**src/rtl/sram_2rw_param_if.sv**
```systemverilog
// sram_2rw_param_if: two-port SRAM request/response bundle plus init_done and collision status
interface sram_2rw_param_if #(
    parameter int WIDTH     = 16,
    parameter int DEPTH     = 128,
    parameter int MASK_GRAN = 8
);
    localparam int ADDR_W = DEPTH > 1 ? $clog2(DEPTH) : 1;
    localparam int LANES  = WIDTH / MASK_GRAN;
    logic              init_done, collision;
    logic [ADDR_W-1:0] A1, A2;
    logic              CSB1, WEB1, OEB1, CSB2, WEB2, OEB2;
    logic [LANES-1:0]  M1, M2;
    logic [WIDTH-1:0]  I1, I2, O1, O2;
    modport master (
        output A1, CSB1, WEB1, OEB1, M1, I1, A2, CSB2, WEB2, OEB2, M2, I2,
        input  O1, O2, init_done, collision
    );
    modport slave (
        input  A1, CSB1, WEB1, OEB1, M1, I1, A2, CSB2, WEB2, OEB2, M2, I2,
        output O1, O2, init_done, collision
    );
endinterface

```
**src/rtl/sram_2rw_param.sv**
```systemverilog
// sram_2rw_param: parametrised two-port masked-write SRAM with clear sweep, collision policy and 1/2-cycle reads
module sram_2rw_param #(
    parameter int              WIDTH          = 16,
    parameter int              DEPTH          = 128,
    parameter int              MASK_GRAN      = 8,
    parameter int              READ_LATENCY   = 1,
    parameter bit              READ_FIRST     = 1,
    parameter bit              CLEAR_ON_RESET = 1,
    parameter logic [WIDTH-1:0] INIT_VALUE    = '0
) (
    input logic              clock,
    input logic              reset,
    sram_2rw_param_if.slave  bus
);
    localparam int ADDR_W = DEPTH > 1 ? $clog2(DEPTH) : 1;
    localparam int LANES  = WIDTH / MASK_GRAN;

    typedef enum logic [1:0] {IDLE_RST, CLEAR, READY} state_t;

    state_t            state_q, state_d;
    logic [ADDR_W-1:0] cnt_q, cnt_d;
    logic [WIDTH-1:0]  mem [DEPTH];
    logic              ready, clr, last, re1, re2, we1, we2;
    logic [WIDTH-1:0]  d1, d2, p1_q, p2_q, o1_q, o2_q;
    logic              v1_q, v2_q, collision_q;

    assign ready = state_q == READY && !reset;
    assign clr   = state_q == CLEAR && !reset;
    assign last  = int'(cnt_q) == DEPTH - 1;
    assign re1   = ready && !bus.CSB1 && !bus.OEB1;
    assign re2   = ready && !bus.CSB2 && !bus.OEB2;
    assign we1   = ready && !bus.CSB1 && !bus.WEB1;
    assign we2   = ready && !bus.CSB2 && !bus.WEB2;

    function automatic logic [WIDTH-1:0] peek(input logic [ADDR_W-1:0] a);
        return int'(a) < DEPTH ? mem[a] : '0;
    endfunction

    // Port 2 lanes applied first so port 1 wins on lanes both ports enable
    function automatic logic [WIDTH-1:0] merged(input logic [ADDR_W-1:0] a);
        logic [WIDTH-1:0] w;
        w = peek(a);
        for (int k = 0; k < LANES; k++) begin
            if (we2 && bus.A2 == a && bus.M2[k]) w[k*MASK_GRAN +: MASK_GRAN] = bus.I2[k*MASK_GRAN +: MASK_GRAN];
            if (we1 && bus.A1 == a && bus.M1[k]) w[k*MASK_GRAN +: MASK_GRAN] = bus.I1[k*MASK_GRAN +: MASK_GRAN];
        end
        return int'(a) < DEPTH ? w : '0;
    endfunction

    assign d1 = READ_FIRST ? peek(bus.A1) : merged(bus.A1);
    assign d2 = READ_FIRST ? peek(bus.A2) : merged(bus.A2);

    always_comb begin
        state_d = state_q == IDLE_RST ? (CLEAR_ON_RESET ? CLEAR : READY)
                : (state_q == CLEAR && last) ? READY : state_q;
        cnt_d   = (state_q == CLEAR && !last) ? cnt_q + 1'b1 : '0;
    end

    always_ff @(posedge clock) begin
        if (clr) mem[cnt_q] <= INIT_VALUE;
        if (we1 && int'(bus.A1) < DEPTH) mem[bus.A1] <= merged(bus.A1);
        if (we2 && int'(bus.A2) < DEPTH) mem[bus.A2] <= merged(bus.A2);
    end

    always_ff @(posedge clock) begin
        if (reset) begin
            state_q     <= IDLE_RST;
            cnt_q       <= '0;
            p1_q        <= '0;
            p2_q        <= '0;
            v1_q        <= 1'b0;
            v2_q        <= 1'b0;
            o1_q        <= '0;
            o2_q        <= '0;
            collision_q <= 1'b0;
        end else begin
            state_q     <= state_d;
            cnt_q       <= cnt_d;
            v1_q        <= re1;
            v2_q        <= re2;
            if (re1) p1_q <= d1;
            if (re2) p2_q <= d2;
            if (READ_LATENCY == 1 ? re1 : v1_q) o1_q <= READ_LATENCY == 1 ? d1 : p1_q;
            if (READ_LATENCY == 1 ? re2 : v2_q) o2_q <= READ_LATENCY == 1 ? d2 : p2_q;
            collision_q <= we1 && we2 && bus.A1 == bus.A2 && |(bus.M1 & bus.M2);
        end
    end

    assign bus.O1        = o1_q;
    assign bus.O2        = o2_q;
    assign bus.init_done = state_q == READY;
    assign bus.collision = collision_q;
endmodule

```
**src/flat_wrapper.sv**
```systemverilog
// flat-port wrapper written by rule: the top's interface ports become plain ports
module sram_2rw_param_flat 
#(
    parameter int              WIDTH          = 16,
    parameter int              DEPTH          = 128,
    parameter int              MASK_GRAN      = 8,
    parameter int              READ_LATENCY   = 1,
    parameter bit              READ_FIRST     = 1,
    parameter bit              CLEAR_ON_RESET = 1,
    parameter logic [WIDTH-1:0] INIT_VALUE    = '0
)
  (clock, reset, bus_A1, bus_CSB1, bus_WEB1, bus_OEB1, bus_M1, bus_I1, bus_A2, bus_CSB2, bus_WEB2, bus_OEB2, bus_M2, bus_I2, bus_O1, bus_O2, bus_init_done, bus_collision);
  sram_2rw_param_if #(.WIDTH(WIDTH), .DEPTH(DEPTH), .MASK_GRAN(MASK_GRAN)) bus_i ();
  input logic clock;
  input logic reset;
  input wire logic [$bits(bus_i.A1)-1:0] bus_A1;
  input wire logic [$bits(bus_i.CSB1)-1:0] bus_CSB1;
  input wire logic [$bits(bus_i.WEB1)-1:0] bus_WEB1;
  input wire logic [$bits(bus_i.OEB1)-1:0] bus_OEB1;
  input wire logic [$bits(bus_i.M1)-1:0] bus_M1;
  input wire logic [$bits(bus_i.I1)-1:0] bus_I1;
  input wire logic [$bits(bus_i.A2)-1:0] bus_A2;
  input wire logic [$bits(bus_i.CSB2)-1:0] bus_CSB2;
  input wire logic [$bits(bus_i.WEB2)-1:0] bus_WEB2;
  input wire logic [$bits(bus_i.OEB2)-1:0] bus_OEB2;
  input wire logic [$bits(bus_i.M2)-1:0] bus_M2;
  input wire logic [$bits(bus_i.I2)-1:0] bus_I2;
  output wire logic [$bits(bus_i.O1)-1:0] bus_O1;
  output wire logic [$bits(bus_i.O2)-1:0] bus_O2;
  output wire logic [$bits(bus_i.init_done)-1:0] bus_init_done;
  output wire logic [$bits(bus_i.collision)-1:0] bus_collision;
  assign bus_i.A1 = bus_A1;
  assign bus_i.CSB1 = bus_CSB1;
  assign bus_i.WEB1 = bus_WEB1;
  assign bus_i.OEB1 = bus_OEB1;
  assign bus_i.M1 = bus_M1;
  assign bus_i.I1 = bus_I1;
  assign bus_i.A2 = bus_A2;
  assign bus_i.CSB2 = bus_CSB2;
  assign bus_i.WEB2 = bus_WEB2;
  assign bus_i.OEB2 = bus_OEB2;
  assign bus_i.M2 = bus_M2;
  assign bus_i.I2 = bus_I2;
  assign bus_O1 = bus_i.O1;
  assign bus_O2 = bus_i.O2;
  assign bus_init_done = bus_i.init_done;
  assign bus_collision = bus_i.collision;
  sram_2rw_param #(.WIDTH(WIDTH), .DEPTH(DEPTH), .MASK_GRAN(MASK_GRAN), .READ_LATENCY(READ_LATENCY), .READ_FIRST(READ_FIRST), .CLEAR_ON_RESET(CLEAR_ON_RESET), .INIT_VALUE(INIT_VALUE)) u_core (.clock(clock), .reset(reset), .bus(bus_i));
endmodule
```
**config.mk**
```make
export PLATFORM = sky130hd
export DESIGN_NAME = sram_2rw_param_flat
export DESIGN_NICKNAME = d
export VERILOG_FILES = /design/src/rtl/sram_2rw_param_if.sv /design/src/rtl/sram_2rw_param.sv /design/src/flat_wrapper.sv
export SDC_FILE = /design/constraint.sdc
export NUM_CORES = 2
export LEC_CHECK = 0
export BUFFER_PORTS_ARGS = -buffer_cell sky130_fd_sc_hd__buf_2
export CAP_MARGIN = 20
export CELL_PAD_IN_SITES_DETAIL_PLACEMENT = 0
export CELL_PAD_IN_SITES_GLOBAL_PLACEMENT = 1
export CORE_UTILIZATION = 30
export CTS_BUF_LIST = sky130_fd_sc_hd__clkbuf_4 sky130_fd_sc_hd__clkbuf_8
export CTS_CLUSTER_SIZE = 14
export DETAILED_ROUTE_END_ITERATION = 10
export GPL_ROUTABILITY_DRIVEN = 0
export GPL_TIMING_DRIVEN = 1
export PLACE_DENSITY_LB_ADDON = 0.15
export SETUP_SLACK_MARGIN = 0.2
export SYNTH_ARGS = -nofsm -noshare
export SYNTH_HDL_FRONTEND = slang
export SYNTH_SLANG_ARGS = --single-unit
```
**constraint.sdc**
```tcl
create_clock -name clock -period 5.36 [get_ports clock]
set_input_delay 0.536 -clock clock [delete_from_list [all_inputs] [get_ports clock]]
set_output_delay 0.536 -clock clock [all_outputs]
set_load 0.005 [all_outputs]
```
==> metrics.cfg <==
[outcome]
status = finished clean

[cts]
cts.clk_slew.worst_paths_ps = 70
htree_levels = 5
clock-sinks = 2090
clk_latency_ps = 1240
cts_buffer_depth = 4
cts_buffers = 407
postCtsSetupRepairBufs = 0
root_buffer = clkbuf_8
cts_tree = built

[synthesis]
ys_seq_area_share_pct = 50.3
ys_ff_latch = 2090
ys.flop_type = edfxtp_1
syn-cell-area_um2 = 124000
synth_fp_nets = 9450
yosys-top-cells-count = mux2i_1, edfxtp_1, nor2_1, mux4_2, a21oi_1
synth_top_area_share_pct = 49.7
synth_edf_count = 2048
async_reset_ff_share_pct = 0
syn_area_per_cell_um2 = 13.2
syn_inst = 9391
yosysMostFrequentCell = mux2i_1
synth_cell_types = 104
yosysTopAreaCell = edfxtp_1
synth_area_leaders = edfxtp_1, mux2i_1, mux4_2
ys.warnings.count = 0

[route]
routed_via_density = 6.54
wl_per_cell_um = 48.5
vias = 104000
route.met2.wl_um = 321000
first_pass_iters = 8
postRouteAntennaNets = 0
drt-met1-wl_um = 290000
routed.top_layer = met5
drc = 0
routed_wl_um = 775000
wl_met3_um = 96900
drtIter0Drc = 17400

[power_and_ir_drop]
p_per_area_nw_per_um2 = 263
p_leak_nw = 57.1
vdd_ir_drop_max_uv = 182

[run]
max_cap_violations = 0

[sta]
tightest_slew_ps = 1290
fin_tns_setup_ps = 0
report.final.hold_viol_count = 0
relSlewSlack_pct = 13.7
fin_crit_ps = 4900
drv_slew = 0
timing.hold.ws_ps = 151
fin_crit_sh_pct = 91.4
setup_violations = 0
max_freq_mhz = 204
rsz0062_at_grt = false
finClkSkew_ps = 135

[critical_path]
cp.required_ps = 6380
worst-path-buf-inv = 3
worstPathCellList = nand2b_1, nor4_2, buf_4, nand4_2, buf_4, nand2_1, nor4_1, a21oi_4, buf_4, nor2_1, a21oi_1
critPathMaxFanout = 23
slowest_delay_ps = 910
crit_slowest_cell = nor4_2
cp-start-kind = flip-flop
crit_top_cell = buf_4
worstPathArrival_ps = 5920
setup.worst_path.class = flip-flop to flip-flop
cp_top_family = simple AND/OR/NAND/NOR gates
end_kind = flip-flop

[final_layout]
areaGrowthSynthToFinish_pct = 19.8
final_nets = 10200
layout-drive-gt1-share_pct = 29.9
final_cell_count_no_fill = 16000
fillers = 39700

[floorplanning]
placementRows = 235
fp.dieH_um = 644
num_io_pins = 92
core-area_um2 = 410000
start_util_pct = 30.2
die_x_um = 644
die_area_um2 = 415000

[grt]
track_usage_pct = 36.1
globalRouteOverflowTotal = 0
grt_max_degree = 73
grt_pass1_wl_um = 995000
grt_pass1_vias = 97600
antenna_found_initial = 125

[place]
port_buffers = 91
hpwl_um = 559000
dpl.cell_count = 15200

[min_path]
hold_path_class = input pin to flip-flop

==> per-layer routing <==
layer | up-vias | track usage, %
li1 | 39100 | -
met1 | 54700 | 44.9
met2 | 8523 | 51.5
met3 | 2101 | 13.2
met4 | 52 | 26.0
met5 | - | 0
==> area by class of cell <==
type                    count  area, µm²  share of cell area [%]
clock buffers             565       6830                    4.61
inverters                  17       81.3                  0.0548
multi-input cells        6137      56600                    38.2
well taps                5451       6820                    4.60
clock inverters           172       1090                   0.737
diodes                     75        188                   0.127
repair buffers           1472      14300                    9.67
flip-flops and latches   2090      62300                    42.0
==> stage by stage <==
step	power, mW	utilization, %	cell area, µm²	worst slack, ps
6_report	39.0	36.2	148000	463
5_1_grt	39.6	36.1	148000	446
3_5_place_dp	22.4	34.1	140000	-552
3_3_place_gp	22.4	34.1	140000	-860
4_1_cts	38.9	36.1	148000	359
2_1_floorplan	19.9	-	124000	1270
==> sequential cells by signal (all words and copies together), names as in the netlist <==
name	count
u_core.mem	2048
u_core.cnt_q	7
u_core.state_q	2
u_core.bus.O1	16
u_core.bus.collision	1
u_core.bus.O2	16
==> timing repair <==
item | CTS | global route
hold endpoints to repair | 23 | 0
setup endpoints to repair | 0 | 95
gates resized for setup | 0 | 1
hold buffers | 7 | 0
==> placed cells by master, fill, tap and decap left out, types with 269 or more instances in the layout <==
cell type / instances
mux2i_1: 2084
edfxtp_1: 2048
buf_4: 1099
nor2_1: 633
mux4_2: 569
a21oi_1: 508
clkbuf_8: 414
nand2_1: 346
a22oi_1: 325
buf_12: 269
==> worst paths after layout <==
check	slack, ps	from	end	depth (start not counted)
hold reg to reg	460	u_core.bus.O1[0]$_SDFFE_PP0P_	u_core.bus.O1[0]$_SDFFE_PP0P_	2
hold / removal	150	bus_A1[6]	u_core.bus.O1[14]$_SDFFE_PP0P_	5
setup / recovery	460	u_core.state_q[0]$_SDFFE_PP0P_	u_core.mem[8][15]$_DFFE_PP_	11
setup reg to reg	460	u_core.state_q[0]$_SDFFE_PP0P_	u_core.mem[8][15]$_DFFE_PP_	11
==> kinds of logic (layout without fill, tap and decap cells) <==
kind of cell | Yosys count | after routing | synth area share (%)
xor gates and xnor gates | 12 | 12 | 0.0849
buffers and inverters | 1164 | 2226 | 5.11
AOI/OAI and AO/OA | 1782 | 1782 | 9.89
and+or+nand+nor | 1518 | 1518 | 5.80
other | 0 | 75 | 0
muxes | 2824 | 2824 | 28.8
adders and majority gates | 1 | 1 | 0.0101
DFF | 2090 | 2090 | 50.3
==> power by group <==
part	switching (mW)	leakage (nW)	internal, mW
Combinational	3.33	29.6	1.33
Clock	8.03	4.21	8.66
Sequential	0.00511	23.3	17.7
Total	11.4	57.1	27.7
==> worst register-to-register path, cell delays in order (launching register included) <==
cell,delay [ps]
dfxtp_1,320
nand2b_1,340
nor4_2,910
buf_4,460
nand4_2,460
buf_4,350
nand2_1,310
nor4_1,240
a21oi_4,630
buf_4,470
nor2_1,90
a21oi_1,150
Power figures use the tool's default switching activity.
